$ cat config.mk
export PLATFORM = sky130hd
export DESIGN_NAME = id_ex_alu_issue_flat
export DESIGN_NICKNAME = d
export VERILOG_FILES = /design/src/rtl/id_ex_alu_issue_if.sv /design/src/rtl/id_ex_alu_issue.sv /design/src/flat_wrapper.sv
export SDC_FILE = /design/constraint.sdc
export NUM_CORES = 1
export LEC_CHECK = 0
export CAP_MARGIN = 5
export CORE_ASPECT_RATIO = 1.2
export CORE_MARGIN = 1.5
export CORE_UTILIZATION = 41
export CTS_CLUSTER_DIAMETER = 50
export DETAILED_ROUTE_END_ITERATION = 6
export GPL_TIMING_DRIVEN = 0
export HOLD_SLACK_MARGIN = 0.06
export PLACE_DENSITY = 0.8
export SLEW_MARGIN = 20
export SYNTH_ARGS = -nofsm -noshare
export SYNTH_HDL_FRONTEND = slang
export SYNTH_SLANG_ARGS = --single-unit
$ cat constraint.sdc
create_clock -name clk -period 5.5 [get_ports clk]
set_clock_uncertainty 0.2 [all_clocks]
set_input_delay 1.1 -clock clk [delete_from_list [all_inputs] [get_ports clk]]
set_output_delay 1.1 -clock clk [all_outputs]
set_load 0.02 [all_outputs]
$ cat src/rtl/id_ex_alu_issue_if.sv
// Issue-stage bus: upstream decode handshake plus the ALU-facing operand handshake.
interface id_ex_alu_issue_if #(
  parameter int unsigned DATA_W = 32,
  parameter int unsigned IMM_W  = 16
);
  logic              in_valid;
  logic              in_ready;
  logic [DATA_W-1:0] in_rs1;
  logic [DATA_W-1:0] in_rs2;
  logic [IMM_W-1:0]  in_imm;
  logic              in_alu_src;
  logic [1:0]        in_alu_op;
  logic [5:0]        in_funct;
  logic              out_valid;
  logic              out_ready;
  logic [DATA_W-1:0] out_a;
  logic [DATA_W-1:0] out_b;
  logic [3:0]        out_alu_ctrl;
  logic              out_illegal;

  // Producer of ops and consumer of ALU operands (decode + EX side).
  modport master (
    output in_valid, in_rs1, in_rs2, in_imm, in_alu_src, in_alu_op, in_funct, out_ready,
    input  in_ready, out_valid, out_a, out_b, out_alu_ctrl, out_illegal
  );

  // The issue stage itself.
  modport slave (
    input  in_valid, in_rs1, in_rs2, in_imm, in_alu_src, in_alu_op, in_funct, out_ready,
    output in_ready, out_valid, out_a, out_b, out_alu_ctrl, out_illegal
  );
endinterface

$ cat src/rtl/id_ex_alu_issue.sv
// ID->EX issue stage: decodes ALU control, selects operand B, and registers the op
// behind a valid/ready handshake with a main + skid register pair.
module id_ex_alu_issue #(
  parameter int unsigned DATA_W = 32,
  parameter int unsigned IMM_W  = 16
) (
  input  logic                clk,
  input  logic                rst,
  input  logic                flush,
  id_ex_alu_issue_if.slave    bus
);

  typedef enum logic [1:0] {StEmpty, StOne, StTwo} state_e;

  state_e            state_q, state_d;
  logic              in_ready_q;
  logic              accept;
  logic              load_main, load_skid, main_from_skid;

  logic [3:0]        dec_ctrl;
  logic              dec_ill;
  logic [DATA_W-1:0] dec_b;

  logic [DATA_W-1:0] main_a_q, main_b_q, skid_a_q, skid_b_q;
  logic [3:0]        main_ctrl_q, skid_ctrl_q;
  logic              main_ill_q, skid_ill_q;

  // Decode alu_op/funct into the ALU control code and pick operand B.
  always_comb begin
    dec_ctrl = 4'b0010;
    dec_ill  = 1'b0;
    unique case (bus.in_alu_op)
      2'b00: dec_ctrl = 4'b0010;
      2'b01: dec_ctrl = 4'b0110;
      2'b10: begin
        case (bus.in_funct)
          6'b100000: dec_ctrl = 4'b0010;
          6'b100010: dec_ctrl = 4'b0110;
          6'b100100: dec_ctrl = 4'b0000;
          6'b100101: dec_ctrl = 4'b0001;
          6'b101010: dec_ctrl = 4'b0111;
          default:   dec_ill  = 1'b1;
        endcase
      end
      default: dec_ill = 1'b1;
    endcase
    dec_b = bus.in_alu_src ? {{(DATA_W-IMM_W){bus.in_imm[IMM_W-1]}}, bus.in_imm} : bus.in_rs2;
  end

  // An op offered during flush is dropped even if the handshake would complete.
  assign accept = bus.in_valid & in_ready_q & ~flush;

  // Occupancy FSM: decides next state and which register loads.
  always_comb begin
    state_d        = state_q;
    load_main      = 1'b0;
    load_skid      = 1'b0;
    main_from_skid = 1'b0;
    if (flush) begin
      state_d = StEmpty;
    end else begin
      unique case (state_q)
        StEmpty: begin
          if (accept) begin
            state_d   = StOne;
            load_main = 1'b1;
          end
        end
        StOne: begin
          if (accept && bus.out_ready) begin
            load_main = 1'b1;
          end else if (accept) begin
            state_d   = StTwo;
            load_skid = 1'b1;
          end else if (bus.out_ready) begin
            state_d = StEmpty;
          end
        end
        StTwo: begin
          if (bus.out_ready) begin
            state_d        = StOne;
            main_from_skid = 1'b1;
          end
        end
        default: state_d = StEmpty;
      endcase
    end
  end

  // State register and registered in_ready.
  always_ff @(posedge clk or posedge rst) begin
    if (rst) begin
      state_q    <= StEmpty;
      in_ready_q <= 1'b1;
    end else begin
      state_q    <= state_d;
      in_ready_q <= (state_d != StTwo);
    end
  end

  // Main (output) register: fresh op, or the older op promoted from skid.
  always_ff @(posedge clk or posedge rst) begin
    if (rst) begin
      main_a_q    <= '0;
      main_b_q    <= '0;
      main_ctrl_q <= '0;
      main_ill_q  <= 1'b0;
    end else if (load_main) begin
      main_a_q    <= bus.in_rs1;
      main_b_q    <= dec_b;
      main_ctrl_q <= dec_ctrl;
      main_ill_q  <= dec_ill;
    end else if (main_from_skid) begin
      main_a_q    <= skid_a_q;
      main_b_q    <= skid_b_q;
      main_ctrl_q <= skid_ctrl_q;
      main_ill_q  <= skid_ill_q;
    end
  end

  // Skid register: catches the op accepted while the output is stalled.
  always_ff @(posedge clk or posedge rst) begin
    if (rst) begin
      skid_a_q    <= '0;
      skid_b_q    <= '0;
      skid_ctrl_q <= '0;
      skid_ill_q  <= 1'b0;
    end else if (load_skid) begin
      skid_a_q    <= bus.in_rs1;
      skid_b_q    <= dec_b;
      skid_ctrl_q <= dec_ctrl;
      skid_ill_q  <= dec_ill;
    end
  end

  assign bus.in_ready     = in_ready_q;
  assign bus.out_valid    = (state_q != StEmpty);
  assign bus.out_a        = main_a_q;
  assign bus.out_b        = main_b_q;
  assign bus.out_alu_ctrl = main_ctrl_q;
  assign bus.out_illegal  = main_ill_q;

endmodule

$ cat src/flat_wrapper.sv
// flat-port wrapper written by rule: the top's interface ports become plain ports
module id_ex_alu_issue_flat 
#(
  parameter int unsigned DATA_W = 32,
  parameter int unsigned IMM_W  = 16
)
  (clk, rst, flush, bus_in_valid, bus_in_rs1, bus_in_rs2, bus_in_imm, bus_in_alu_src, bus_in_alu_op, bus_in_funct, bus_out_ready, bus_in_ready, bus_out_valid, bus_out_a, bus_out_b, bus_out_alu_ctrl, bus_out_illegal);
  id_ex_alu_issue_if #(.DATA_W(DATA_W), .IMM_W(IMM_W)) bus_i ();
  input  logic clk;
  input  logic rst;
  input  logic flush;
  input wire logic [$bits(bus_i.in_valid)-1:0] bus_in_valid;
  input wire logic [$bits(bus_i.in_rs1)-1:0] bus_in_rs1;
  input wire logic [$bits(bus_i.in_rs2)-1:0] bus_in_rs2;
  input wire logic [$bits(bus_i.in_imm)-1:0] bus_in_imm;
  input wire logic [$bits(bus_i.in_alu_src)-1:0] bus_in_alu_src;
  input wire logic [$bits(bus_i.in_alu_op)-1:0] bus_in_alu_op;
  input wire logic [$bits(bus_i.in_funct)-1:0] bus_in_funct;
  input wire logic [$bits(bus_i.out_ready)-1:0] bus_out_ready;
  output wire logic [$bits(bus_i.in_ready)-1:0] bus_in_ready;
  output wire logic [$bits(bus_i.out_valid)-1:0] bus_out_valid;
  output wire logic [$bits(bus_i.out_a)-1:0] bus_out_a;
  output wire logic [$bits(bus_i.out_b)-1:0] bus_out_b;
  output wire logic [$bits(bus_i.out_alu_ctrl)-1:0] bus_out_alu_ctrl;
  output wire logic [$bits(bus_i.out_illegal)-1:0] bus_out_illegal;
  assign bus_i.in_valid = bus_in_valid;
  assign bus_i.in_rs1 = bus_in_rs1;
  assign bus_i.in_rs2 = bus_in_rs2;
  assign bus_i.in_imm = bus_in_imm;
  assign bus_i.in_alu_src = bus_in_alu_src;
  assign bus_i.in_alu_op = bus_in_alu_op;
  assign bus_i.in_funct = bus_in_funct;
  assign bus_i.out_ready = bus_out_ready;
  assign bus_in_ready = bus_i.in_ready;
  assign bus_out_valid = bus_i.out_valid;
  assign bus_out_a = bus_i.out_a;
  assign bus_out_b = bus_i.out_b;
  assign bus_out_alu_ctrl = bus_i.out_alu_ctrl;
  assign bus_out_illegal = bus_i.out_illegal;
  id_ex_alu_issue #(.DATA_W(DATA_W), .IMM_W(IMM_W)) u_core (.clk(clk), .rst(rst), .flush(flush), .bus(bus_i));
endmodule
==> results of run 1 <==
-- report_power, final --
group	internal [mW]	switching (mW)	total, mW
Sequential	1.24	0.118	1.36
Clock	0.806	0.445	1.25
Combinational	0.353	0.357	0.709
Total	2.40	0.920	3.32
-- routing by layer --
layer | vias up | wire length [um] | global-route usage
li1 | 2507 | - | -
met1 | 2544 | 7110 | 0.277
met2 | 151 | 8180 | 0.357
met3 | 15 | 768 | 0.0409
met4 | 0 | 160 | 0.0610
met5 | - | 0 | 0
-- area by class of cell --
type	instances	area, sq um
Fill cell	1297	6160
Sequential cell	139	3480
Multi-Input combinational cell	440	2400
Timing Repair Buffer	163	1650
Clock buffer	17	425
Buffer	46	284
Tap cell	204	255
Clock inverter	14	219
Inverter	5	26.3
-- kinds of logic after synthesis --
| kind of cell | share of synthesized area |
|---|---|
| adder cells (fa/ha/maj) | 0.00607 |
| multiplexers | 0.0583 |
| flip-flops | 0.563 |
| AO/OA/AOI/OAI | 0.152 |
| other | 0.000606 |
| XOR/XNOR | 0.00142 |
| AND/OR/NAND/NOR | 0.170 |
| buffers and inverters | 0.0489 |
-- path summary, 6_finish.rpt --
| check | slack (ns) | from | cells past startpoint | end |
|---|---|---|---|---|
| setup / recovery | 2.53 | u_core.state_q[0] | 2 | bus_out_valid |
| hold / removal | 0.27 | u_core.skid_a_q[9] | 2 | u_core.skid_a_q[9] |
| setup reg to reg | 3.56 | u_core.bus.in_ready | 6 | u_core.bus.out_b[4] |
| hold reg to reg | 0.27 | u_core.skid_a_q[9] | 2 | u_core.skid_a_q[9] |
| max in group asynchronous | 3.43 | rst | 3 | u_core.skid_a_q[4] |
| min in group asynchronous | 0.89 | rst | 2 | u_core.skid_b_q[6] |
-- metrics by stage --
step / worst slack, ns / instances / util / instance area (sq um) / hold WS, ns
after floorplan: 0.477 / 630 / - / 6190 / 0.245
after global placement: -1.40 / 996 / 0.541 / 8060 / 0.257
after detailed placement: 2.40 / 997 / 0.544 / 8100 / 0.262
after CTS: 2.50 / 1028 / 0.587 / 8740 / 0.277
after global routing: 2.47 / 1028 / 0.587 / 8740 / 0.294
final: 2.53 / 1028 / 0.587 / 8740 / 0.274
-- state kept, by name (all words and copies together) (netlist names) --
name,cells
u_core.bus.in_ready,1
u_core.bus.out_alu_ctrl,3
u_core.state_q,2
u_core.skid_b_q,32
u_core.skid_a_q,32
u_core.skid_ctrl_q,3
u_core.skid_ill_q,1
u_core.bus.out_b,32
u_core.bus.out_a,32
u_core.bus.out_illegal,1
-- layout by cell type, fill, tap and decap left out, types with 2 or more instances in the layout --
cell type / count
a211oi_1: 33
a21oi_1: 55
a22oi_1: 15
and2_1: 2
buf_2: 26
buf_4: 5
buf_6: 8
bufinv_16: 5
clkbuf_1: 7
clkbuf_16: 17
clkdlybuf4s50_1: 162
clkinv_2: 2
clkinv_4: 3
clkinvlp_4: 2
dfrtp_1: 138
ha_1: 3
inv_1: 3
inv_6: 2
mux2i_1: 36
nand2_1: 182
nand2b_1: 5
nor2_1: 2
nor2b_1: 36
o21ai_0: 46
o21ai_1: 10
or4bb_1: 2
-- worst max-delay path: cells and delay by family (launching register included) --
kind	cells	cell delay, ns
DFF	1	0.41
and+or+nand+nor	1	0.32
buffers and inverters	1	0.54
==> metrics.txt, run 1 <==
Mapped Cells=630; GR Overflow Total=0; # diodes=0; die height=138 um; flops & latches, synth=139; Antenna Nets Post-Route=0; H-tree Lvls=4; Post-CTS Resized=0; die area=15,800 sq um; outcome=finished, final reports clean; via count=5,217; drt via density=5.07; first-pass GRT wire length=25,900 um; pin count of the biggest net entering global routing=96; Mapped Nets=727; final wirelength=16,200 um; Slew headroom=0.630; Final #Nets=909; Post-synth EDFFs=0; vias in the first global route=5,090; gr usage total=0.211; ys async rst share=1.00; Reg clk slew, reported paths=0.06 ns; post-CTS setup buffer count=0; WL/cell=15.8 um; HPWL Detailed=11,300 um; Critical Path AT=1.67 ns; CP max stage delay=0.54 ns; clock latency on the worst-skew pair=0.40 ns; CORE AREA=14,900 sq um; most numerous cell in the Yosys netlist=nand2_1; # IOs=165; Total Power=3.32 mW; setup_tns=0 ns; Yosys top cell by area=dfrtp_1; Pwr Density=380 nW/um^2; Synth top area share=0.558; Worst setup EP type=primary output; final-report max-slew violation count=0; # rows=49; unrepaired setup endpoints after global routing=false; Max IR drop VDD=0.198 mV; critical-path maximum fanout=4; Synth area leaders=dfrtp_1 (56%), nand2_1 (11%), mux2i_1 (5.8%); final hold vios=0; Synth Flop Type=dfrtp_1; Area growth, synth to finish=41.3%; Num CTS Buffers=17; Ys Warns=0; leakage=3.85 nW; Slowest cell on crit path=clkdlybuf4s50_1; DRC=0; Distinct cells, synth=34; port bufs=162; maxcap violations=0; mean post-synth cell area=9.82 sq um; DRT Pass-1 Iters=5; WS Path Type=reg2out; Synth top cells by count=nand2_1 (182), dfrtp_1 (138), a21oi_1 (55), o21ai_0 (46); Slew @ Worst Pin=0.555 ns; initial DRC count=333; Critical Path Source Type=flip-flop; Tmin final=2.97 ns; Initial Utilization=0.415; Cell Area, Synth=6190 sq um; initial antenna violation count=0; Sink Count=139; GP Congestion=0.798; Clock Path Buffers=2; CTS tree=built; die width=115 um; register area share after synthesis=0.563; crit path cell chain=or2_2 -> clkdlybuf4s50_1; CP required=4.20 ns; fraction of layout instances using a drive strength above 1=0.0922; Hold Path Class=reg2reg; Post-CTS Hold Buffers=0; clock root cell=clkbuf_16; final setup vio count=0; crit share post-route=0.541; FMAX=336 MHz
Power figures use the tool's default switching activity.
==> run 2, diff against run 1 <==
==> constraint.sdc (replaced) <==
create_clock -name clk -period 2.98 [get_ports clk]
set_clock_uncertainty 0.2 [all_clocks]
set_input_delay 0.596 -clock clk [delete_from_list [all_inputs] [get_ports clk]]
set_output_delay 0.596 -clock clk [all_outputs]
set_load 0.02 [all_outputs]
==> metrics.txt, run 2 (synthesis results as in run 1) <==
critical-path maximum fanout=4; Critical Path AT=1.66 ns; Psw=1.59 mW; Reg-to-Reg End=u_core.bus.out_b[0]; Slew @ Worst Pin=0.534 ns; Sequential Power Share=0.436; setup_tns=0 ns; die height=138 um; DP Area=8150 sq um; initial antenna violation count=0; final-report max-slew violation count=0; leakage=3.83 nW; fraction of layout instances using a drive strength above 1=0.0875; initial DRC count=347; first-pass GRT wire length=25,700 um; clock root cell=clkbuf_16; H-tree Lvls=4; Num CTS Buffers=17; WS Path Type=reg2out; post-layout util=0.583; post-CTS setup buffer count=0; Slew headroom=0.644; Critical Path Source Type=flip-flop; Worst setup EP type=primary output; final setup vio count=0; Total Power=5.75 mW; GP Congestion=0.806; # IOs=165; die area=15,800 sq um; CP required=2.18 ns; final hold vios=0; WL/cell=15.7 um; # diodes=0; WHS Path Cells=2; Hold Crit Start=u_core.skid_a_q[6]; CTS tree=built; Post-CTS Resized=0; gr usage total=0.211; outcome=finished, final reports clean; Switching Fraction=0.277; DRC=0; CORE AREA=14,900 sq um; most frequent cells in the layout=nand2_1 (182), clkdlybuf4s50_1 (162), dfrtp_1 (138); # rows=49; commonest non-fill, non-tap cell in the layout=nand2_1; fin cells=1,027; Int Pwr=4.16 mW; Hold Slack=0.275 ns; Reg clk slew, reported paths=0.05 ns; Placed Cells incl. Taps=1,000; Hold Path Class=reg2reg; worst reg2reg path startpoint=u_core.bus.in_ready; clock latency on the worst-skew pair=0.41 ns; Combinational Power Share=0.229; Sink Count=139; Post-CTS Hold Buffers=0; Final #Nets=912; die width=115 um; Area growth, synth to finish=40.4%; Initial Utilization=0.415; Clock Path Buffers=2; vias in the first global route=5,145; GR Overflow Total=0; HPWL Detailed=11,700 um; crit share post-route=0.826; R2R cell count=6; clock power share=0.335; FMAX=406 MHz; via count=5,157; final wirelength=16,200 um; maxcap violations=0; Max IR drop VDD=0.340 mV; Place WS=0.382 ns; pin count of the biggest net entering global routing=36; unrepaired setup endpoints after global routing=false; WHS Endpoint=u_core.skid_a_q[6]; port bufs=162; Tmin final=2.46 ns; Setup WS post-layout=0.519 ns; Pwr Density=662 nW/um^2; slack of the worst reg-to-reg path=1.07 ns; Final Cell Area=8690 sq um; DRT Pass-1 Iters=4; drt via density=5.02; Antenna Nets Post-Route=0
## run 2: changes by cell type in the layout (fill, tap and decap cells not counted)
cell        previous run  this run
clkinv_4               3         0
clkbuf_8               0         4
bufinv_16              5         1
inv_8                  1         0
clkbuf_1               7        10
inv_6                  2         0
clkinvlp_4             2         1
buf_12                 0         3
## run 2: power by group through the flow
stage | logic, mW | registers (mW) | clock network, mW
after floorplan | 0.515 | 2.69 | 0
after global placement | 1.28 | 2.52 | 0
after detailed placement | 1.33 | 2.54 | 0
after CTS | 1.33 | 2.51 | 1.97
after global routing | 1.45 | 2.56 | 2.05
final | 1.32 | 2.51 | 1.93
## run 2: per-layer routing
layer	up-vias	part of all wire	global-route usage
met5	-	0	0
met4	0	0.0085	0.0802
met3	10	0.050	0.0449
met2	152	0.50	0.355
met1	2500	0.44	0.268
li1	2495	-	-
## run 2: area by class of cell
cell class / count / area, sq um
Fill cell: 1318 / 6210
Sequential cell: 139 / 3480
Multi-Input combinational cell: 440 / 2400
Timing Repair Buffer: 166 / 1710
Clock buffer: 24 / 492
Buffer: 46 / 284
Tap cell: 204 / 255
Clock inverter: 3 / 40.0
Inverter: 5 / 22.5
## run 2: worst max-delay path by stage
stage / slack, ns / cells after the start / from / to
floorplan: 0.45 / 1 / rst / u_core.bus.out_a[0]
global placement: -0.78 / 2 / rst / u_core.bus.out_a[4]
detailed placement: 0.38 / 6 / bus_out_ready / u_core.skid_b_q[8]
CTS: 0.50 / 2 / u_core.state_q[0] / bus_out_valid
global route: 0.47 / 2 / u_core.state_q[0] / bus_out_valid
finish: 0.52 / 2 / u_core.state_q[0] / bus_out_valid
## run 2: critical path: stages, from the launching register on
cell and delay, ns:
dfrtp_1 0.39, or2_2 0.29, clkdlybuf4s50_1 0.57
==> run 3, diff against run 2 <==
==> constraint.sdc (replaced) <==
create_clock -name clk -period 2.4 [get_ports clk]
set_clock_uncertainty 0.2 [all_clocks]
set_input_delay 0.48 -clock clk [delete_from_list [all_inputs] [get_ports clk]]
set_output_delay 0.48 -clock clk [all_outputs]
set_load 0.02 [all_outputs]
==> results of run 3 <==
Same layout as run 2 (identical final DEF). Status: finished, final reports clean.
Among the figures that moved: setup slack after placement 0.382 ns -> -0.0825 ns; clock-pin slew on the worst setup and hold paths 0.05 ns -> 0.06 ns; setup slack after layout 0.519 ns -> 0.0555 ns; hold slack 0.275 ns -> 0.263 ns; register-to-register setup slack 1.07 ns -> 0.49 ns; total power 5.75 mW -> 7.14 mW; worst IR drop on VDD 0.340 mV -> 0.422 mV
